===== src/rtl/micro_exec_ctrl.sv =====
// Execution sequencer for the 16-bit micro core: single-step, rate-limited free-run
// and free-run with a PC breakpoint, plus an executed-instruction counter.
module micro_exec_ctrl #(
    parameter int unsigned RATE_BASE  = 1_000_000,
    parameter int unsigned SETTLE_CYC = 2,
    parameter int unsigned CNT_W      = 32
) (
    input  logic        clk,
    input  logic        rst,
    input  logic        step_tick,
    input  logic        run_tick,
    input  logic        ext_req,
    input  logic [1:0]  rate_sel,
    input  logic        bp_en,
    input  logic [15:0] bp_addr,
    input  logic [15:0] monPC,
    output logic        pc_enable,
    output logic        ext_ctl,
    output logic        running,
    output logic        bp_hit,
    output logic [15:0] instr_cnt,
    output logic [2:0]  state_dbg
);

    typedef enum logic [2:0] {
        S_IDLE     = 3'd0,
        S_FIRE     = 3'd1,
        S_SETTLE   = 3'd2,
        S_RUN_WAIT = 3'd3,
        S_BREAK    = 3'd4
    } state_t;

    state_t           state_q, state_d;
    logic             from_run_q, from_run_d;
    logic [3:0]       settle_q, settle_d;
    logic [CNT_W-1:0] rate_q, rate_d;
    logic [CNT_W-1:0] period_m1;
    logic [15:0]      cnt_q;
    logic             ext_q;
    logic             bp_match;

    // Period is re-evaluated every cycle so a rate_sel change applies immediately.
    assign period_m1 = (CNT_W'(RATE_BASE) << {rate_sel, 1'b0}) - CNT_W'(1);
    assign bp_match  = bp_en && (monPC == bp_addr);

    always_ff @(posedge clk or negedge rst) begin
        if (!rst) begin
            state_q    <= S_IDLE;
            from_run_q <= 1'b0;
            settle_q   <= 4'd0;
            rate_q     <= '0;
        end else begin
            state_q    <= state_d;
            from_run_q <= from_run_d;
            settle_q   <= settle_d;
            rate_q     <= rate_d;
        end
    end

    always_comb begin
        state_d    = state_q;
        from_run_d = from_run_q;
        settle_d   = settle_q;
        rate_d     = rate_q;
        // The rate counter keeps counting through FIRE/SETTLE of a run so the
        // settle time sits inside the run period rather than adding to it.
        if (running) begin
            rate_d = rate_q + CNT_W'(1);
        end
        case (state_q)
            S_IDLE: begin
                if (run_tick) begin
                    state_d = S_RUN_WAIT;
                    rate_d  = '0;
                end else if (step_tick) begin
                    state_d    = S_FIRE;
                    from_run_d = 1'b0;
                end
            end
            S_FIRE: begin
                state_d  = S_SETTLE;
                settle_d = 4'(SETTLE_CYC);
                if (run_tick) begin
                    from_run_d = 1'b0;
                end
            end
            S_SETTLE: begin
                if (run_tick) begin
                    from_run_d = 1'b0;
                end
                if (settle_q <= 4'd1) begin
                    settle_d = 4'd0;
                    if (bp_match) begin
                        state_d    = S_BREAK;
                        from_run_d = 1'b0;
                    end else if (from_run_d) begin
                        state_d = S_RUN_WAIT;
                    end else begin
                        state_d = S_IDLE;
                    end
                end else begin
                    settle_d = settle_q - 4'd1;
                end
            end
            S_RUN_WAIT: begin
                if (run_tick) begin
                    state_d    = S_IDLE;
                    from_run_d = 1'b0;
                end else if (rate_q >= period_m1) begin
                    state_d    = S_FIRE;
                    from_run_d = 1'b1;
                    rate_d     = '0;
                end
            end
            S_BREAK: begin
                if (run_tick) begin
                    state_d = S_RUN_WAIT;
                    rate_d  = '0;
                end else if (step_tick) begin
                    state_d    = S_FIRE;
                    from_run_d = 1'b0;
                end
            end
            default: begin
                state_d    = S_IDLE;
                from_run_d = 1'b0;
            end
        endcase
    end

    always_ff @(posedge clk or negedge rst) begin
        if (!rst) begin
            cnt_q <= 16'd0;
            ext_q <= 1'b0;
        end else begin
            if (state_q == S_FIRE) begin
                cnt_q <= cnt_q + 16'd1;
            end
            // extCtl may only change while no instruction is executing.
            if (state_q == S_IDLE || state_q == S_BREAK) begin
                ext_q <= ext_req;
            end
        end
    end

    assign pc_enable = (state_q == S_FIRE);
    assign bp_hit    = (state_q == S_BREAK);
    assign running   = (state_q == S_RUN_WAIT) ||
                       (from_run_q && (state_q == S_FIRE || state_q == S_SETTLE));
    assign ext_ctl   = ext_q;
    assign instr_cnt = cnt_q;
    assign state_dbg = state_q;

endmodule


===== config.mk =====
export PLATFORM = sky130hd
export DESIGN_NAME = micro_exec_ctrl
export DESIGN_NICKNAME = d
export VERILOG_FILES = /design/src/rtl/micro_exec_ctrl.sv
export SDC_FILE = /design/constraint.sdc
export NUM_CORES = 1
export LEC_CHECK = 0
export ABC_AREA = 1
export CAP_MARGIN = 20
export CORE_MARGIN = 1
export CORE_UTILIZATION = 45
export DETAILED_ROUTE_END_ITERATION = 7
export PLACE_DENSITY = 0.75
export SLEW_MARGIN = 20
export SYNTH_ARGS = -nofsm -noshare
export SYNTH_HDL_FRONTEND = slang
export SYNTH_SLANG_ARGS = --single-unit

===== constraint.sdc =====
create_clock -name clk -period 1.8 [get_ports clk]
set_clock_uncertainty 0.1 [all_clocks]
set_input_delay 0.27 -clock clk [delete_from_list [all_inputs] [get_ports clk]]
set_output_delay 0.27 -clock clk [all_outputs]
set_load 0.01 [all_outputs]

==> run metrics, run 1 <==
vias in the first global route=between 4000 and 5000; min-delay worst type=in -> async; setup ws final=-0.252 ns; Worst Setup SP=rate_sel[1]; crit start category=input port; CTS tree=yes; Hold Vio Cnt, Final=0; starting density of the core=approximately 47%; Layout area overhead=47.4%; Post-synth EDFFs=0; Routed Antenna Nets=0; Worst path max stage delay=about 0.31 ns; synth warn=0; Synth area leader=dfrtp_1; maximum clock insertion buffer count=2; Critical Path Sink=rate_q[12]; Post-Syn Instances=roughly 580; total congestion overflow=0; Core Area=9280 um2; vias post-DR=around 4400; Post-synth ARST share=100%; Max Cap Violations=0; DRT iter0 DRCs=between 100 and 150; initial antenna violation count=0; CP Cell Sequence=buf_8 -> clkinvlp_4 -> ha_1 -> ha_1 -> nand2_2 -> nor2_2 -> nand4_1 -> nor2_2 -> nand2_2 -> nand2_2 -> nand2_2 -> nand2_4 -> buf_12 -> nor2_4; Routed WL=around 12000 um; CTS Root Cell=clkbuf_8; fin nets=806; diode count=0; vias per cell=~5; final instance area=between 6000 and 7000 um2; syn avg cell area=around 7.5 um2; DRC viols=0; worst skew pair latency=roughly 0.35 ns; Synth Flop Type=dfrtp_1; Worst path slowest cell=ha_1; status=finished with violations; final worst-path cycle share=114%; Worst setup EP type=register; share of the synthesized area in the top cell type=about a third; Most Frequent Cell on Critical Path=nand2_2; Seq cells post-synth=57; r2r startpoint=rate_q[18]; Max FO, Critical Path=8; clock sinks=57; WP depth=14; Die H=approximately 100 um; Top Ports=63; first-pass GRT wire length=19100 um; Setup Total Neg Slack=-8.00 ns; clock buffer count from CTS=9; port bufs=62; CTS H-tree lvls=3; violated checks=setup timing; DIE WIDTH=100 um; P_leak=0.00306 uW; Area contributors post-synth=dfrtp_1, nand2_1, ha_1; top post-synthesis cells by count=nand2_1, nor2_1, inv_1; Setup CP Type=in -> reg; fmax=487 MHz; Hold Slack=0.352 ns; Post-DP Area=between 5000 and 6000 um2; r2r setup slk=-0.24 ns; final setup fails=36; clk slew on worst S/H paths=roughly 0.070 ns; Final Max Tran Viols=0; worst reg2reg path depth=12; P per Cell Area=1040 nW/um2; Detailed Place HPWL=8520 um; layout cells sized above 1=~28%; maximum VDD drop=a little under 0.8 mV; CP required=between 1.5 and 2 ns; CP bufs+invs=3; first-pass iteration count of the detailed router=4; largest net degree at the start of global routing=58; Cell Area, Synth=roughly 4300 um2; drt wl/cell=roughly 14 um; count of cell types in the netlist=39; RR Endpoint=rate_q[12]; most numerous cell in the Yosys netlist=nand2_1; RSZ-0062 raised after global routing=yes; FP Rows=35; die area=about 10000 um2; fin crit period=2.05 ns; crit path DAT=2.17 ns; Largest delay share family, worst path=simple AND/OR/NAND/NOR gates; RePlAce Congestion=roughly 0.93; total global-route track usage=around a quarter; sequential area share after synthesis=between 30% and 40%
-- metrics by stage --
stage | instances | util [%] | setup slack (ns) | total power, uW
after floorplan | 581 | - | -0.216 | 3440
after global placement | 830 | 60.5 | -1.04 | 4520
after detailed placement | 830 | 60.5 | -1.11 | 4620
after CTS | 859 | 67.3 | -0.283 | 6450
after global routing | 864 | 68.8 | -0.336 | 7060
final | 864 | 68.8 | -0.252 | 6620
-- cell type report --
type / count / area, um2
Multi-Input combinational cell: 451 / 2990
Fill cell: 751 / 2900
Sequential cell: 57 / 1430
Timing Repair Buffer: 144 / 1320
Inverter: 67 / 258
Tap cell: 129 / 161
Clock buffer: 9 / 124
Clock inverter: 7 / 103
-- repair_timing --
| item | in CTS | in global routing |
|---|---|---|
| buffers inserted | 10 | 8 |
| setup endpoints to repair | 43 | 44 |
| hold buffers | 1 | 0 |
| hold endpoints to repair | 57 | 0 |
| pin swaps | 24 | 26 |
| gates cloned | 2 | 0 |
| gates resized for setup | 80 | 40 |
-- flip-flops by register name, summed over array words and instances (netlist names) --
name / flops
state_dbg: 3
rate_q: 32
settle_q: 4
ext_ctl: 1
instr_cnt: 16
from_run_q: 1
-- cells by family after synthesis --
kind of cell | share of synthesized area (%)
xor gates and xnor gates | 10.1
adders and majority gates | 10.4
buffers and inverters | 6.99
and+or+nand+nor | 34.2
AOI/OAI and AO/OA | 5.28
other | 0.0865
DFF | 32.9
-- layout by cell type (no fill, tap or decap), drive strengths merged, types with 2 or more instances in the layout --
cell type,n
clkinv,3
clkdlybuf4s50,54
nand2,149
clkinvlp,2
nand3,29
o21ai,19
a31oi,2
dfrtp,57
or2,4
xnor2,18
a21o,3
xor2,32
conb,6
nand4,9
ha,36
inv,67
bufinv,2
a21oi,15
buf,86
nor3,18
clkbuf,9
nor2,105
-- tightest hold or removal path: cells and delay by family --
family | cells | cell delay [ns]
buffers and inverters | 3 | 0.92
-- per-layer routing --
layer / track usage [%] / routed length [um] / vias to the layer above
li1: - / - / 2126
met1: 27.2 / 4720 / 2036
met2: 44.2 / 6200 / 146
met3: 5.36 / 601 / 43
met4: 11.8 / 503 / 0
met5: 0 / 0 / -
-- worst min-delay path by stage --
stage               from           end  slack [ns]
floorplan            rst       ext_ctl       -0.13
global placement     rst  instr_cnt[6]        0.19
detailed placement   rst  instr_cnt[7]        0.20
CTS                  rst  instr_cnt[7]        0.35
global route         rst  instr_cnt[8]        0.38
finish               rst  instr_cnt[7]        0.35
-- power by group --
group	switching, uW	total, uW	internal (uW)
Sequential	259	1810	1550
Combinational	1840	3450	1610
Clock	570	1360	790
Total	2670	6620	3950
Power figures use the tool's default switching activity.
==> run 2: changes to the inputs <==
- PLACE_DENSITY: 0.75 -> 0.72
- RECOVER_POWER: default -> 25
- clock period: 1.8 -> 2.4 ns (I/O delays scaled with it)
==> run 2 against run 1 <==
Compared with the run above: the run now ends clean; critical path depth grew 2; final area is 13% lower; utilization is 9.2 points lower; critical path type unchanged; largest cell class unchanged; largest power group unchanged.
==> run metrics, run 2 (synthesis results as in run 1) <==
Finished Core Util=between 50% and 60%; fmax=438 MHz; first-pass iteration count of the detailed router=5; Max Cap Violations=0; postcts setup bufs=0; starting density of the core=between 40% and 50%; maximum VDD drop=~0.6 mV; CP required=between 2 and 3 ns; # fillers=849; Largest delay share family, worst path=simple AND/OR/NAND/NOR gates; WP depth=16; DRC viols=0; worst reg2reg path depth=13; DRT iter0 DRCs=201; fin nets=approximately 740; Setup CP Type=in -> reg; Final Max Tran Viols=0; Top Ports=63; max reg flops=32; CP Cell Sequence=dlygate4sd2_1 -> buf_4 -> ha_2 -> inv_2 -> ha_1 -> nand2_1 -> nor2_2 -> and2_1 -> nand2_1 -> nand3_1 -> nand2_2 -> nand2_2 -> nand2_2 -> nand2_4 -> clkbuf_16 -> nor3_1; Detailed Place HPWL=8120 um; vias in the first global route=between 3000 and 4000; maximum clock insertion buffer count=2; DIE WIDTH=~100 um; total congestion overflow=0; fin crit period=around 2.3 ns; met3 WL=534 um; P per Cell Area=a little under 800 nW/um2; Routed Antenna Nets=0; Top reg by flops=rate_q; worst-margin pin slew=0.761 ns; Layout area overhead=27.6%; Routed WL=~11000 um; min-delay worst type=reg -> reg; Worst path slowest cell=dlygate4sd2_1; routed length on met1=4710 um; drt wl/cell=~13 um; CTS tree=yes; clk slew on worst S/H paths=0.07 ns; clock buffer count from CTS=9; Hold Slack=~0.37 ns; vias per cell=just under 5; setup ws final=between 0.1 and 0.15 ns; worst skew pair latency=approximately 0.34 ns; DR top layer=met4; crit start category=input port; Slew headroom=49.3%; commonest non-fill, non-tap cell in the layout=nand2_1; largest net degree at the start of global routing=30; port bufs=62; first-pass GRT wire length=around 18000 um; status=finished, final reports clean; vias post-DR=a little under 4000; RSZ-0062 raised after global routing=no; layout cells sized above 1=between 10 and 15%; Worst path max stage delay=0.27 ns; CTS H-tree lvls=3; die area=10000 um2; crit path DAT=2.43 ns; Reg area=about 1400 um2; diode count=0; clock sinks=57; initial antenna violation count=0; Worst setup EP type=register; FP Rows=35; CP bufs+invs=4; RePlAce Congestion=about 0.93; Max FO, Critical Path=7; Core Area=approximately 9300 um2; Setup Total Neg Slack=0 ns; detailed route wirelength on metal2=about 5300 um; final setup fails=0; total global-route track usage=about 22%; P_leak=~0.0027 uW; Hold Vio Cnt, Final=0; CTS Root Cell=clkbuf_8; multi-input logic area=between 2000 and 3000 um2; WHS Path Cells=1; final worst-path cycle share=a little over nine tenths; Die H=approximately 100 um; Most Frequent Cell on Critical Path=nand2_2; most frequent cells in the layout=nand2_1, nor2_1, inv_1; worst slack, placed=-0.462 ns
run 2: repair_timing:
action,4_1_cts,5_1_grt
cloned,1,2
hold endpoints to repair,27,0
setup endpoints to repair,35,34
pin swaps,0,1
hold buffers,1,0
resized for setup,11,9
run 2: final cells by class:
cell class,instances,share of cell area [%]
clock inverter,5,1.40
multi-input combinational,451,47.7
sequential,57,25.8
timing repair buffer,81,14.8
inverter,67,4.59
tap,129,2.92
clock buffer,11,2.74
run 2: per-layer routing:
| metal | global-route usage [%] | vias to the layer above |
|---|---|---|
| met5 | 0 | - |
| met4 | 5.46 | 0 |
| met3 | 5.36 | 14 |
| met2 | 39.0 | 137 |
| met1 | 27.2 | 1829 |
| li1 | - | 1997 |
run 2: final timing paths:
check                              startpoint       endpoint  slack [ns]
worst max-delay path              rate_sel[1]     rate_q[27]        0.12
worst min-delay path            instr_cnt[15]  instr_cnt[15]        0.37
worst max register to register   state_dbg[2]     rate_q[24]        0.20
worst min register to register  instr_cnt[15]  instr_cnt[15]        0.37
max in group asynchronous                 rst     rate_q[25]        0.97
min in group asynchronous                 rst   instr_cnt[0]        0.52
run 2: per-stage QoR:
| step | std cells | power [uW] | area [um2] |
|---|---|---|---|
| after floorplan | 581 | 2560 | 4350 |
| after global placement | 781 | 3100 | 5200 |
| after detailed placement | 781 | 3170 | 5200 |
| after CTS | 799 | 4270 | 5480 |
| after global routing | 801 | 4640 | 5530 |
| final | 801 | 4320 | 5530 |
run 2: report_power, final:
part           internal (uW)  switching [uW]  total [uW]
combinational            828            1030        1860
sequential              1160             267        1430
clock                    637             396        1030
total                   2630            1690        4320
